File: src/rtl/return_addr_stack.sv
// Return-address stack for the fetch stage: circular LIFO fed by the jump
// controller's JSB/RET strobes, with combinational top-of-stack read.
module return_addr_stack #(
  parameter int unsigned ADDR_WIDTH = 12,
  parameter int unsigned DEPTH      = 8,
  parameter int unsigned PTR_WIDTH  = $clog2(DEPTH)
) (
  input  logic                  clk,
  input  logic                  rst,
  input  logic                  push_stack,
  input  logic                  pop_stack,
  input  logic [ADDR_WIDTH-1:0] push_data,
  output logic [ADDR_WIDTH-1:0] stack_out,
  output logic                  empty,
  output logic                  full,
  output logic [PTR_WIDTH:0]    count,
  output logic                  overflow,
  output logic                  underflow
);

  localparam logic [PTR_WIDTH:0]   DepthCnt = (PTR_WIDTH + 1)'(DEPTH);
  localparam logic [PTR_WIDTH-1:0] PtrOne   = PTR_WIDTH'(1);
  localparam logic [PTR_WIDTH:0]   CntOne   = (PTR_WIDTH + 1)'(1);

  logic [ADDR_WIDTH-1:0] mem_q [DEPTH];
  logic [ADDR_WIDTH-1:0] mem_d [DEPTH];
  logic [PTR_WIDTH-1:0]  tp_q, tp_d;
  logic [PTR_WIDTH:0]    count_q, count_d;
  logic                  overflow_q, overflow_d;
  logic                  underflow_q, underflow_d;

  logic is_empty, is_full;
  logic [PTR_WIDTH-1:0] tp_inc, tp_dec;

  assign is_empty = (count_q == '0);
  assign is_full  = (count_q == DepthCnt);
  assign tp_inc   = tp_q + PtrOne;
  assign tp_dec   = tp_q - PtrOne;

  always_comb begin
    mem_d       = mem_q;
    tp_d        = tp_q;
    count_d     = count_q;
    overflow_d  = overflow_q;
    underflow_d = underflow_q;

    unique case ({push_stack, pop_stack})
      2'b10: begin
        mem_d[tp_inc] = push_data;
        tp_d          = tp_inc;
        // When full the oldest entry is overwritten and count saturates.
        if (is_full) begin
          overflow_d = 1'b1;
        end else begin
          count_d = count_q + CntOne;
        end
      end
      2'b01: begin
        if (is_empty) begin
          underflow_d = 1'b1;
        end else begin
          tp_d    = tp_dec;
          count_d = count_q - CntOne;
        end
      end
      2'b11: begin
        // Replace on a non-empty stack; on an empty stack it is a plain push.
        if (is_empty) begin
          mem_d[tp_inc] = push_data;
          tp_d          = tp_inc;
          count_d       = CntOne;
        end else begin
          mem_d[tp_q] = push_data;
        end
      end
      default: ;
    endcase
  end

  always_ff @(posedge clk) begin
    if (rst) begin
      for (int i = 0; i < int'(DEPTH); i++) begin
        mem_q[i] <= '0;
      end
      tp_q        <= '0;
      count_q     <= '0;
      overflow_q  <= 1'b0;
      underflow_q <= 1'b0;
    end else begin
      mem_q       <= mem_d;
      tp_q        <= tp_d;
      count_q     <= count_d;
      overflow_q  <= overflow_d;
      underflow_q <= underflow_d;
    end
  end

  assign stack_out = is_empty ? '0 : mem_q[tp_q];
  assign empty     = is_empty;
  assign full      = is_full;
  assign count     = count_q;
  assign overflow  = overflow_q;
  assign underflow = underflow_q;

endmodule

File: config.mk
export PLATFORM = sky130hd
export DESIGN_NAME = return_addr_stack
export DESIGN_NICKNAME = d
export VERILOG_FILES = /design/src/rtl/return_addr_stack.sv
export SDC_FILE = /design/constraint.sdc
export NUM_CORES = 1
export LEC_CHECK = 0
export CORE_UTILIZATION = 25
export DETAILED_ROUTE_END_ITERATION = 7
export PLACE_DENSITY = 0.45
export SLEW_MARGIN = 15
export SYNTH_ARGS = -nofsm -noshare
export SYNTH_HDL_FRONTEND = slang
export SYNTH_SLANG_ARGS = --single-unit
File: constraint.sdc
create_clock -name clk -period 4 [get_ports clk]
set_input_delay 0.4 -clock clk [delete_from_list [all_inputs] [get_ports clk]]
set_output_delay 0.4 -clock clk [all_outputs]
set_load 0.03 [all_outputs]
==> results of run 1 <==
==> path summary, 6_finish.rpt <==
| check | start | endpoint | slack (ns) |
|---|---|---|---|
| min | overflow | overflow | 0.47 |
| min reg2reg | overflow | overflow | 0.47 |
| max | tp_q[0] | stack_out[3] | 0.62 |
| max reg2reg | tp_q[0] | mem_q[80] | 0.88 |
==> worst register-to-register path, delay by kind of cell, from the launching register on <==
| family | cells | cell delay, ns |
|---|---|---|
| AOI/OAI and AO/OA | 2 | 0.91 |
| muxes | 1 | 0.20 |
| DFF | 1 | 0.67 |
| and+or+nand+nor | 1 | 0.17 |
| buffers and inverters | 2 | 0.78 |
| adders and majority gates | 1 | 0.31 |
==> flip-flops by register name, indices dropped and copies added, names as in the netlist <==
signal     flops
mem_q         96
count          4
tp_q           3
overflow       1
underflow      1
==> stage by stage <==
stage | hold WS [ns] | std cells | setup slack (ns) | area (um2)
3_5_place_dp | 0.4643 | 843 | 0.8359 | 6165
4_1_cts | 0.4786 | 859 | 0.5584 | 6481
2_1_floorplan | 0.4481 | 566 | 1.161 | 5603
6_report | 0.4743 | 859 | 0.6169 | 6481
5_1_grt | 0.4911 | 859 | 0.4455 | 6481
3_3_place_gp | 0.4564 | 843 | 0.8761 | 6165
==> final cells by class <==
type	count	area [um2]	area share, %
Inverter	8	30.03	0.4633
Sequential cell	105	2105	32.47
Clock inverter	5	73.82	1.139
Clock buffer	11	242.7	3.745
Multi-Input combinational cell	397	3199	49.36
Tap cell	280	350.3	5.405
Timing Repair Buffer	53	480.5	7.413
==> power by group <==
part	leakage (nW)	switching [mW]	internal [mW]	total, mW
sequential	0.851	0.0931	1.15	1.24
combinational	1.73	0.568	0.394	0.962
clock	0.151	0.437	0.516	0.953
==> kinds of logic (layout without fill, tap and decap cells) <==
kind of cell	count (synthesis)	count (layout)	share of synthesized area, %
mux	124	124	24.30
fa+ha+maj	4	4	0.8933
buf+inv	64	77	5.382
flops	105	105	37.52
simple gates	195	195	21.53
compound gates	70	70	9.759
xor+xnor	4	4	0.6254
==> per-layer routing <==
metal	wire [um]	share of wire (%)
met4	315	2.1
met2	6834	45
met5	0	0
met1	7556	50
met3	550	3.6
==> layout by cell type (no fill, tap or decap), types with 5 or more instances in the layout <==
cell / netlist / layout
sky130_fd_sc_hd__nor2b_1: 5 / 5
sky130_fd_sc_hd__nand2_1: 20 / 20
sky130_fd_sc_hd__nand2b_1: 112 / 112
sky130_fd_sc_hd__mux4_2: 9 / 9
sky130_fd_sc_hd__mux2_2: 6 / 6
sky130_fd_sc_hd__nand3_1: 5 / 5
sky130_fd_sc_hd__a211oi_1: 6 / 6
sky130_fd_sc_hd__inv_1: 6 / 6
sky130_fd_sc_hd__a21oi_1: 17 / 17
sky130_fd_sc_hd__clkdlybuf4s50_1: 0 / 34
sky130_fd_sc_hd__o21ai_0: 7 / 7
sky130_fd_sc_hd__nor2_1: 16 / 16
sky130_fd_sc_hd__a22oi_1: 6 / 6
sky130_fd_sc_hd__buf_4: 6 / 18
sky130_fd_sc_hd__dfxtp_1: 105 / 103
sky130_fd_sc_hd__clkbuf_16: 0 / 9
sky130_fd_sc_hd__mux2i_1: 109 / 109
==> summary.md, run 1 <==
| Metric | Value |
|---|---|
| Status | finished, final reports clean |
| Cell-by-cell trace of the critical path | buf_4 -> nor2_1 -> a221o_1 -> a22oi_1 -> nor2_1 -> clkdlybuf4s50_1 |
| Largest stage delay, worst path | 0.67 ns |
| Number of I/O pins | 36 |
| Count of clock tree sinks | 105 |
| Final count of pins violating max slew | 0 |
| Number of buffers added by the clock tree synthesis step | 9 |
| Clk pin slew, worst setup/hold paths | 0.07 ns |
| Top-area cell type share of the netlist area | 37.52% |
| Ranking of synthesized cells by instance count | sky130_fd_sc_hd__nand2b_1 (112), sky130_fd_sc_hd__mux2i_1 (109), sky130_fd_sc_hd__dfxtp_1 (105), sky130_fd_sc_hd__clkbuf_1 (22), sky130_fd_sc_hd__nand2_1 (20) |
| TritonCTS clock tree | yes |
| Max-cap viol count | 0 |
| Maximum level of the CTS H-tree | 3 |
| Post-layout power | 3.154 mW |
| Post-CTS setup repair buffer count | 0 |
| Layout Nets | 594 |
| Count of unresolved DRC violations after routing | 0 |
| Setup-violating endpoint count in the final report | 0 |
| R2R cell count | 7 |
| Cell count of the worst hold path | 2 |
| Input/output buffers | 35 |
| HP Class | register to register |
| Weighted congestion reported at the end of routability-driven placement | 0.8220 |
| Critical Path Most Common Cell | sky130_fd_sc_hd__nor2_1 |
| Library cell with the largest summed area after synthesis | sky130_fd_sc_hd__dfxtp_1 |
| Number of antenna-violating nets in the routed design | 0 |
| FILL cells | 2330 |
| Met1 track demand over resource in global routing | 18.85% |
| Start-to-end type of the worst setup path | register to output pin |
| Most common cell in the netlist | sky130_fd_sc_hd__nand2b_1 |
| Starting DRT DRC Count | 161 |
| Pin count of the biggest net entering global routing | 74 |
| Setup_tns | 0 ns |
| Final routed wirelength across all metal layers | 15.26 mm |
| Synth warn | 0 |
| Post-Synthesis Mean Instance Area | 9.899 um2 |
| Net Count, Synth | 586 |
| Endpoint arrival time on the critical path | 2.98 ns |
| WP buf/inv | 2 |
| Headroom to the max-slew limit | 21.61% |
| Clock buffer depth | 2 |
| Final hold vios | 0 |
| Floorplan die height | 151.7 um |
| Synthesized netlist cell count | 566 |
| Met3 routing resource usage after global routing | 2.994% |
| Die ar. | 23010 um2 |
| Number of flops mapped to enable cells by yosys | 0 |
| Crit path time final | 3.383 ns |
| Static leakage power | 2.735 nW |
| Proportion of register bits with asynchronous set or reset after synthesis | 0% |
| Endpoint class of the critical path | output pin |
| Worst clock skew | 0.008062 ns |
| Setup repair after global routing missed its margin | false |
| Maximum fanout encountered on the critical timing path | 27 |
| Max VDD drop | 0.2404 mV |
| Cell depth of the worst setup path | 6 |
| Top post-synthesis cells by area | sky130_fd_sc_hd__dfxtp_1 (38%), sky130_fd_sc_hd__mux2i_1 (19%), sky130_fd_sc_hd__nand2b_1 (13%) |
| Antenna diode count | 0 |
| Wire length of the first global-routing pass | 24.15 mm |
| Post-Route Utilization | 29.61% |
| Gr ovfl total | 0 |
| Total number of vias | 4109 |
| Critical path data required time | 3.60 ns |
| Count of TritonRoute iterations in the first routing pass | 4 |
| DR vias/cell | 4.783 |
| Ratio of total power to cell area | 486.6 nW/um2 |
| Fraction of final layout cells sized beyond drive strength 1 | 12.26% |
| Post-detail-place hpwl | 9.970 mm |
| Core region area | 21890 um2 |
| Number of library cell types mapped by synthesis | 62 |
| Worst path slowest cell | sky130_fd_sc_hd__dfxtp_2 |
| Most used flip-flop cell after synthesis | sky130_fd_sc_hd__dfxtp_1 |
| Met2 track utilization from global routing | 22.18% |
| # rows | 54 |
| Die width | 151.7 um |
| Clock tree root buffer cell | sky130_fd_sc_hd__clkbuf_16 |
| Highest-utilization routing layer at the global route stage | met2 |
| Via count of the first global-routing pass | 4097 |
| Flops & latches, synth | 105 |
| Count of cells resized by post-cts repair | 0 |
| Antenna violations before repair | 0 |
| Area grow syn2layout | 15.68% |
| Kind of cell adding the most delay to the critical path | buffers and inverters |
| Effective utilization at floorplan | 25.59% |
| Nature of the critical path startpoint | register |
| Register area share after synthesis | 37.52% |
| Cell area after synthesis | 5603 um2 |
| Clock latency reported for the late side of the worst-skew pair | 0.36 ns |
| Fin crit share | 84.58% |
| Total Routing Usage GR | 14.06% |
| Maximum clock frequency | 295.6 MHz |
| Slew at the pin closest to its max-slew limit | 1.176 ns |
| Per-cell routed wire length | 17.76 um |
| Count of hold-fix buffers inserted at cts | 0 |
Power figures use the tool's default switching activity.
==> run 2, diff against run 1 <==
Clock period 4 ns to 3.4 ns, I/O delays scaled along.
==> run 2 against run 1 <==
  * Utilization rose by 0.29 points
  * Global-route usage rose by 0.24 points
  * Clock-buffer cell count fell by 1
  * Power rose by 17%
  * Critical endpoint unchanged
==> summary.md, run 2 (synthesis gave the netlist of run 1 again) <==
| Metric | Value |
|---|---|
| # rows | 54 (unchanged) |
| Total Routing Usage GR | 14.30% (+0.24 points) |
| Floorplan die height | 151.7 um (unchanged) |
| DR vias/cell | 4.761 (-0.46%) |
| Top library cells by usage in the layout, fill and taps aside | sky130_fd_sc_hd__nand2b_1 (112), sky130_fd_sc_hd__mux2i_1 (109), sky130_fd_sc_hd__dfxtp_1 (103) |
| Slew at the pin closest to its max-slew limit | 1.183 ns (+0.007310 ns) |
| Cell area after layout | 6545 um2 (+0.98%) |
| Max-cap viol count | 0 (unchanged) |
| Count of unresolved DRC violations after routing | 0 (unchanged) |
| Effective utilization at floorplan | 25.59% (unchanged) |
| Setup-violating endpoint count in the final report | 0 (unchanged) |
| Setup repair after global routing missed its margin | false |
| Number of I/O pins | 36 (unchanged) |
| Final hold vios | 0 (unchanged) |
| Placed inst area | 6257 um2 (+1.5%) |
| Clock latency reported for the late side of the worst-skew pair | 0.36 ns (about the same) |
| Count of cells resized by post-cts repair | 0 (unchanged) |
| Count of hold-fix buffers inserted at cts | 0 (unchanged) |
| Final count of pins violating max slew | 0 (unchanged) |
| Worst path slowest cell | sky130_fd_sc_hd__clkdlybuf4s50_1 |
| Endpoint class of the critical path | output pin |
| Post-CTS setup repair buffer count | 0 (unchanged) |
| Core region area | 21890 um2 (unchanged) |
| Post-layout power | 3.687 mW (+17%) |
| Clock tree root buffer cell | sky130_fd_sc_hd__clkbuf_16 |
| Count of clock tree sinks | 105 (unchanged) |
| Maximum clock frequency | 323.1 MHz |
| Die ar. | 23010 um2 (unchanged) |
| Maximum level of the CTS H-tree | 3 (unchanged) |
| Post-detail-place hpwl | 9.925 mm (-0.45%) |
| Gr ovfl total | 0 (unchanged) |
| Per-cell routed wire length | 17.79 um (+0.17%) |
| Static leakage power | 2.779 nW (+1.6%) |
| Post-Route Utilization | 29.90% (+0.29 points) |
| Maximum fanout encountered on the critical timing path | 19 (-30%) |
| Largest stage delay, worst path | 0.70 ns (+0.03 ns) |
| TritonCTS clock tree | yes |
| HP Class | register to register |
| Pin count of the biggest net entering global routing | 66 (-11%) |
| Weighted congestion reported at the end of routability-driven placement | 0.7858 (-4.4%) |
| Largest register by flop count | mem_q |
| Max VDD drop | 0.2321 mV (-3.5%) |
| Area grow syn2layout | 16.82% |
| Endpoint arrival time on the critical path | 2.76 ns (-0.22 ns) |
| Clock buffer depth | 2 (unchanged) |
| Clk pin slew, worst setup/hold paths | 0.07 ns (about the same) |
| Most common cell after layout, fill and taps aside | sky130_fd_sc_hd__nand2b_1 |
| Layout Nets | 602 (+1.3%) |
| Antenna violations before repair | 0 (unchanged) |
| Cell-by-cell trace of the critical path | buf_4 -> nor2_1 -> a221o_1 -> a22oi_1 -> nor2_1 -> clkdlybuf4s50_1 |
| Ratio of total power to cell area | 563.3 nW/um2 (+16%) |
| Starting DRT DRC Count | 198 (+23%) |
| Start-to-end type of the worst setup path | register to output pin |
| Nature of the critical path startpoint | register |
| Input/output buffers | 35 (unchanged) |
| Fraction of final layout cells sized beyond drive strength 1 | 13.97% (+1.7 points) |
| Via count of the first global-routing pass | 4252 (+3.8%) |
| Wire length of the first global-routing pass | 24.50 mm (+1.5%) |
| Crit path time final | 3.095 ns |
| Fin crit share | 91.04% |
| Die width | 151.7 um (unchanged) |
| Setup_tns | 0 ns (unchanged) |
| Worst clock skew | 0.008557 ns (+0.0004950 ns) |
| Total number of vias | 4128 (+0.46%) |
| Status | finished, final reports clean |
| Critical Path Most Common Cell | sky130_fd_sc_hd__nor2_1 |
| Number of buffers added by the clock tree synthesis step | 9 (unchanged) |
| Headroom to the max-slew limit | 20.86% (-0.74 points) |
| Hold slack final | 0.4756 ns (+0.001346 ns) |
| Number of antenna-violating nets in the routed design | 0 (unchanged) |
| Final routed wirelength across all metal layers | 15.43 mm (+1.1%) |
| Count of TritonRoute iterations in the first routing pass | 4 (unchanged) |
| Antenna diode count | 0 (unchanged) |
| Max FFs per register | 96 (unchanged) |
| Critical path data required time | 3.06 ns (-0.54 ns) |
| FILL cells | 2302 (-1.2%) |
==> run 2: area by class of cell <==
type | instances | area (um2) | share of cell area [%]
Clock inverter | 6 | 48.80 | 0.7456
Inverter | 8 | 30.03 | 0.4588
Clock buffer | 10 | 239.0 | 3.651
Multi-Input combinational cell | 397 | 3199 | 48.88
Sequential cell | 105 | 2105 | 32.15
Tap cell | 280 | 350.3 | 5.353
Timing Repair Buffer | 61 | 573.1 | 8.755
==> run 2: path summary, 6_finish.rpt <==
kind	from	endpoint	slack, ns	cells past startpoint
worst min register to register	mem_q[8]	mem_q[8]	0.48	2
worst max-delay path	tp_q[0]	stack_out[3]	0.30	6
worst min-delay path	mem_q[8]	mem_q[8]	0.48	2
worst max register to register	tp_q[0]	mem_q[25]	0.61	8
==> run 2: worst max-delay path: cells and delay by family, from the launching register on <==
family                 cells  cell delay (ns)
AO/OA/AOI/OAI              2             0.33
buffers and inverters      2             0.96
flip-flops                 1             0.44
AND/OR/NAND/NOR            2             0.66
==> run 2: metrics by stage <==
stage	std cells	setup WS, ns
4_1_cts	867	0.2360
2_1_floorplan	566	0.5606
5_1_grt	867	0.1311
6_report	867	0.3046
3_5_place_dp	851	0.4310
3_3_place_gp	851	0.5652
==> run 2: power breakdown <==
| part | internal, mW | switching, mW |
|---|---|---|
| clock network | 0.529 | 0.522 |
| registers | 1.35 | 0.0970 |
| logic | 0.500 | 0.691 |
==> run 2: layer usage <==
| layer | global-route usage (%) | vias up | share of wire [%] |
|---|---|---|---|
| met4 | 4.208 | 0 | 2.0 |
| li1 | - | 2012 | - |
| met2 | 23.02 | 54 | 46 |
| met1 | 19.15 | 2044 | 50 |
| met5 | 0 | - | 0 |
| met3 | 2.904 | 18 | 2.5 |
==> run 3, diff against run 2 <==
Settings changed: GPL_TIMING_DRIVEN set to 1.
==> results of run 3 <==
No change in the layout: final DEF, timing and power equal those of run 2.
